### src/rtl/id_seg.sv
// id_seg: decode stage with 32x32 register file, write-back port and ID/EX latch.
// Latency: IR_i to ID/EX outputs in 1 cycle; write-back is bypassed into same-cycle reads.
// Backpressure: stall_o (combinational) holds IF for one bubble per load-use hazard.
module id_seg (
  input  logic        clk,
  input  logic        rst,
  input  logic [31:0] IR_i,
  input  logic [31:0] NPC_i,
  input  logic [31:0] WB_Data,
  input  logic        WB_Write,
  input  logic [4:0]  WB_Addr,
  output logic [31:0] A_o,
  output logic [31:0] B_o,
  output logic [31:0] Imm_o,
  output logic [31:0] IR_o,
  output logic [31:0] NPC_o,
  output logic        stall_o
);

  localparam logic [5:0] OP_RTYPE = 6'b000000;
  localparam logic [5:0] OP_J     = 6'b000010;
  localparam logic [5:0] OP_ANDI  = 6'b001100;
  localparam logic [5:0] OP_ORI   = 6'b001101;
  localparam logic [5:0] OP_LW    = 6'b100011;
  localparam logic [5:0] OP_SW    = 6'b101011;

  logic [31:0] regs [32];

  logic [5:0]  op;
  logic [4:0]  rs;
  logic [4:0]  rt;
  logic        wb_en;
  logic [31:0] rs_val;
  logic [31:0] rt_val;
  logic [31:0] imm_val;
  logic        uses_rs;
  logic        uses_rt;
  logic [4:0]  ex_rt;
  logic        ex_is_lw;

  assign op    = IR_i[31:26];
  assign rs    = IR_i[25:21];
  assign rt    = IR_i[20:16];
  assign wb_en = WB_Write && (WB_Addr != 5'd0);

  // Write-first: a write landing this edge is visible to the decode sampled at the same edge.
  always_comb begin
    rs_val = 32'h0;
    rt_val = 32'h0;
    if (rs != 5'd0) rs_val = (wb_en && (WB_Addr == rs)) ? WB_Data : regs[rs];
    if (rt != 5'd0) rt_val = (wb_en && (WB_Addr == rt)) ? WB_Data : regs[rt];
  end

  always_comb begin
    case (op)
      OP_ANDI, OP_ORI: imm_val = {16'h0, IR_i[15:0]};
      OP_J:            imm_val = {6'b0, IR_i[25:0]};
      default:         imm_val = {{16{IR_i[15]}}, IR_i[15:0]};
    endcase
  end

  assign uses_rs  = (op != OP_J);
  assign uses_rt  = (op == OP_RTYPE) || (op == OP_SW);
  assign ex_rt    = IR_o[20:16];
  assign ex_is_lw = (IR_o[31:26] == OP_LW);

  // Hazard looks only at the instruction in EX, never at the write-back port.
  assign stall_o = ex_is_lw && (ex_rt != 5'd0) &&
                   ((uses_rs && (rs == ex_rt)) || (uses_rt && (rt == ex_rt)));

  always_ff @(posedge clk) begin
    if (rst) begin
      for (int i = 0; i < 32; i++) regs[i] <= 32'h0;
      A_o   <= 32'h0;
      B_o   <= 32'h0;
      Imm_o <= 32'h0;
      IR_o  <= 32'h0;
      NPC_o <= 32'h0;
    end else begin
      if (wb_en) regs[WB_Addr] <= WB_Data;
      if (stall_o) begin
        A_o   <= 32'h0;
        B_o   <= 32'h0;
        Imm_o <= 32'h0;
        IR_o  <= 32'h0;
        NPC_o <= 32'h0;
      end else begin
        A_o   <= rs_val;
        B_o   <= rt_val;
        Imm_o <= imm_val;
        IR_o  <= IR_i;
        NPC_o <= NPC_i;
      end
    end
  end

endmodule

### config.mk
export PLATFORM = sky130hd
export DESIGN_NAME = id_seg
export DESIGN_NICKNAME = d
export VERILOG_FILES = /design/src/rtl/id_seg.sv
export SDC_FILE = /design/constraint.sdc
export NUM_CORES = 2
export LEC_CHECK = 0
export ABC_AREA = 0
export ABC_CLOCK_PERIOD_IN_PS = 11200
export BUFFER_PORTS_ARGS = -buffer_cell sky130_fd_sc_hd__buf_2
export CORE_MARGIN = 1.5
export CORE_UTILIZATION = 45
export CTS_CLUSTER_SIZE = 16
export DETAILED_ROUTE_END_ITERATION = 16
export GPL_ROUTABILITY_DRIVEN = 0
export RECOVER_POWER = 25
export REMOVE_ABC_BUFFERS = 1
export SETUP_SLACK_MARGIN = 0.2
export SLEW_MARGIN = 25
export SYNTH_ARGS = -nofsm -noshare
export SYNTH_HDL_FRONTEND = slang
export SYNTH_SLANG_ARGS = --single-unit
### constraint.sdc
create_clock -name clk -period 11.2 [get_ports clk]
set_input_delay 0.56 -clock clk [delete_from_list [all_inputs] [get_ports clk]]
set_output_delay 0.56 -clock clk [all_outputs]
set_load 0.05 [all_outputs]
==> run summary <==
status: complete, but fails checks
failing checks: max-capacitance violations, max-slew violations
pre-CTS setup slack: 6.72 ns
largest area contributor in the synthesized netlist: edfxtp_1
vias in the first global route: 37740
sequential area share after synthesis: 58.0%
crit end category: register
largest net degree at the start of global routing: 120
Starting Density: 45.4%
Post-Syn Area per Cell: 14.4 um^2
Net count, final: 4287
drt initial violations: 6118
# IOs: 265
global-route wire length before repair: 298000 um
Hold Vio Cnt, Final: 0
vias: 39295
dpl cells: 5660
Skew-Pair Late Insertion Delay: 0.78 ns
CP max stage cell: o21ai_0
# resized after CTS: 0
CP bufs+invs: 3
synth unique cells: 44
IO Port Bufs: 264
ordered cell list for the critical path: clkbuf_1 > nor2b_1 > nand3b_1 > clkbuf_1 > o21ai_0 > buf_4
Primary FF master, synth: edfxtp_1
Ys Warns: 0
CTS tree: built
setup TNS after final layout: 0 ns
area of the core: 128000 um^2
sw frac: 26.3%
CP Class: input port to register
Yosys top cell area share: 53.2%
sequential power share: 47.9%
most used cell, CP: clkbuf_1
Arrival @ worst endpoint: 6.06 ns
Synth area leaders: edfxtp_1, mux4_2, and2_1
CTS root buffer: clkbuf_16
Die Wd: 362 um
height of the chip: 362 um
routed len/inst: 36.5 um
RSZ-0062 raised after global routing: no
total clock sinks: 1163
Synth Cell Area: 57800 um^2
worst setup margin: 5.54 ns
Net Sw Power: 2.81 mW
drt drc: 0
Worst path max stage delay: 3.09 ns
H-tree depth: 4
post-route ant nets: 0
Seq cells post-synth: 1163
Max Cap Viol: 28
Worst Tran Pin Value: 4.21 ns
Final Instance Count excl. Fillers: 5962
leakage: 23.0 nW
worst vdd ir: 0.000165 V
layout cells sized above 1: 19.8%
Comb pwr share: 11.9%
initial antenna violation count: 26
class of the tightest hold or removal check: input port to register
CP Max Fanout: 21
clock share of power: 40.2%
Fill cells: 10694
GRT Total Usage: 33.0%
fin. max-slew vios: 461
Rows: 131
fmax: 177 MHz
synth cell count leaders: and2_1, edfxtp_1, mux4_2, clkbuf_1, mux2i_1
P&R area growth vs syn: 13.3%
EDFF count, synth: 1024
most common cell in the netlist: and2_1
P_int: 7.90 mW
grt ovf: 0
critical path launch point type: input port
ys async rst share: 0%
cell area power density: 163 nW/um^2
DIE AREA: 131000 um^2
worst path required time: 11.60 ns
Tmin final: 5.66 ns
Bufs on Longest Clock Path: 3
Slew HR: -180%
skew final: 0.0206 ns
DR pass1 iterations: 8
Via-to-Cell Ratio: 6.59
final design utilization: 51.4%
TritonCTS buffer count: 132
Setup-failing EPs final: 0
final wirelength: 218000 um
Worst-path clk slew: 0.06 ns
delay-heaviest family, CP: compound AO/OA/AOI/OAI gates
Tcrit/Tclk final: 50.6%
Detailed Place HPWL: 124000 um
Synth Instances: 4031
==> metrics by stage <==
| step | area, um^2 | total power [mW] | hold slack [ns] |
|---|---|---|---|
| after floorplan | 56200 | 5.85 | 0.638 |
| after CTS | 66000 | 10.7 | 0.0155 |
| after global routing | 65600 | 11.0 | 0.0404 |
| final | 65600 | 10.7 | 0.0487 |
| after global placement | 61200 | 6.44 | 0.708 |
| after detailed placement | 61300 | 6.46 | 0.732 |
==> sequential cells by signal, indices dropped and copies added (netlist names) <==
register,flops
IR_o,16
B_o,32
NPC_o,32
Imm_o,27
A_o,32
regs,1024
==> area by class of cell <==
cell class	instances	area (um^2)	area share [%]
diodes	8	20.0	0.0305
flip-flops and latches	1163	33500	51.1
clock buffers	189	3760	5.74
clock inverters	54	462	0.704
inverters	3	11.3	0.0172
multi-input cells	2452	23100	35.2
well taps	1662	2080	3.17
repair buffers	431	2610	3.97
==> placed cells by master, fill, tap and decap left out, drive strengths merged, types with 12 or more instances in the layout <==
cell,count
o22ai,128
xor2,16
o21ai,31
mux4,389
nor2b,66
conb,32
clkbuf,354
nand4,34
a22oi,125
inv,12
nor4,36
dlygate4sd3,47
buf,219
a21oi,62
nor2,42
a22o,63
edfxtp,1024
nand3,66
mux2i,252
and2,1056
dfxtp,139
clkinv,39
==> repair_timing <==
action                                 4_1_cts  5_1_grt
buffers inserted                             0        0
endpoints found under the hold margin       47        0
hold buffers                                47        0
==> routing by layer <==
metal	track usage, %	vias up	part of all wire [%]
li1	-	15571	-
met1	45.3	20279	39
met2	50.5	2907	45
met3	8.13	530	12
met4	13.3	8	4.2
met5	0	-	0.036
==> final timing paths <==
kind	cells after the start	from	to	slack (ns)
hold / removal	2	IR_i[30]	IR_o[30]$_SDFF_PP0_	0.05
setup reg to reg	7	IR_o[16]$_SDFF_PP0_	B_o[13]$_SDFF_PP0_	7.61
hold reg to reg	3	IR_o[26]$_SDFF_PP0_	IR_o[27]$_SDFF_PP0_	0.74
setup / recovery	6	rst	regs[25][18]$_SDFFCE_PN0P_	5.54
==> worst reg2reg max path, stage by stage, from the launching register on <==
cell	delay [ns]
dfxtp_1	0.58
xor2_1	0.35
a2111oi_0	0.57
a22oi_1	0.23
nor4_4	0.74
nor4_2	0.12
buf_4	0.42
a22o_1	0.45
==> power by group through the flow <==
stage               clock network [mW]  registers, mW  logic (mW)
global placement                     0           5.20        1.24
CTS                               4.34           5.12        1.27
finish                            4.31           5.13        1.27
floorplan                            0           5.30       0.542
global route                      4.51           5.15        1.31
detailed placement                   0           5.21        1.25
==> kinds of logic after synthesis <==
logic type / Yosys count / share of synthesized area [%]
multiplexers: 642 / 19.5
buffers and inverters: 447 / 3.06
AND/OR/NAND/NOR: 1332 / 14.1
AO/OA/AOI/OAI: 426 / 5.00
flip-flops: 1163 / 58.0
other: 1 / 0.00648
XOR/XNOR: 20 / 0.303
(Power assumes the default switching activity.)
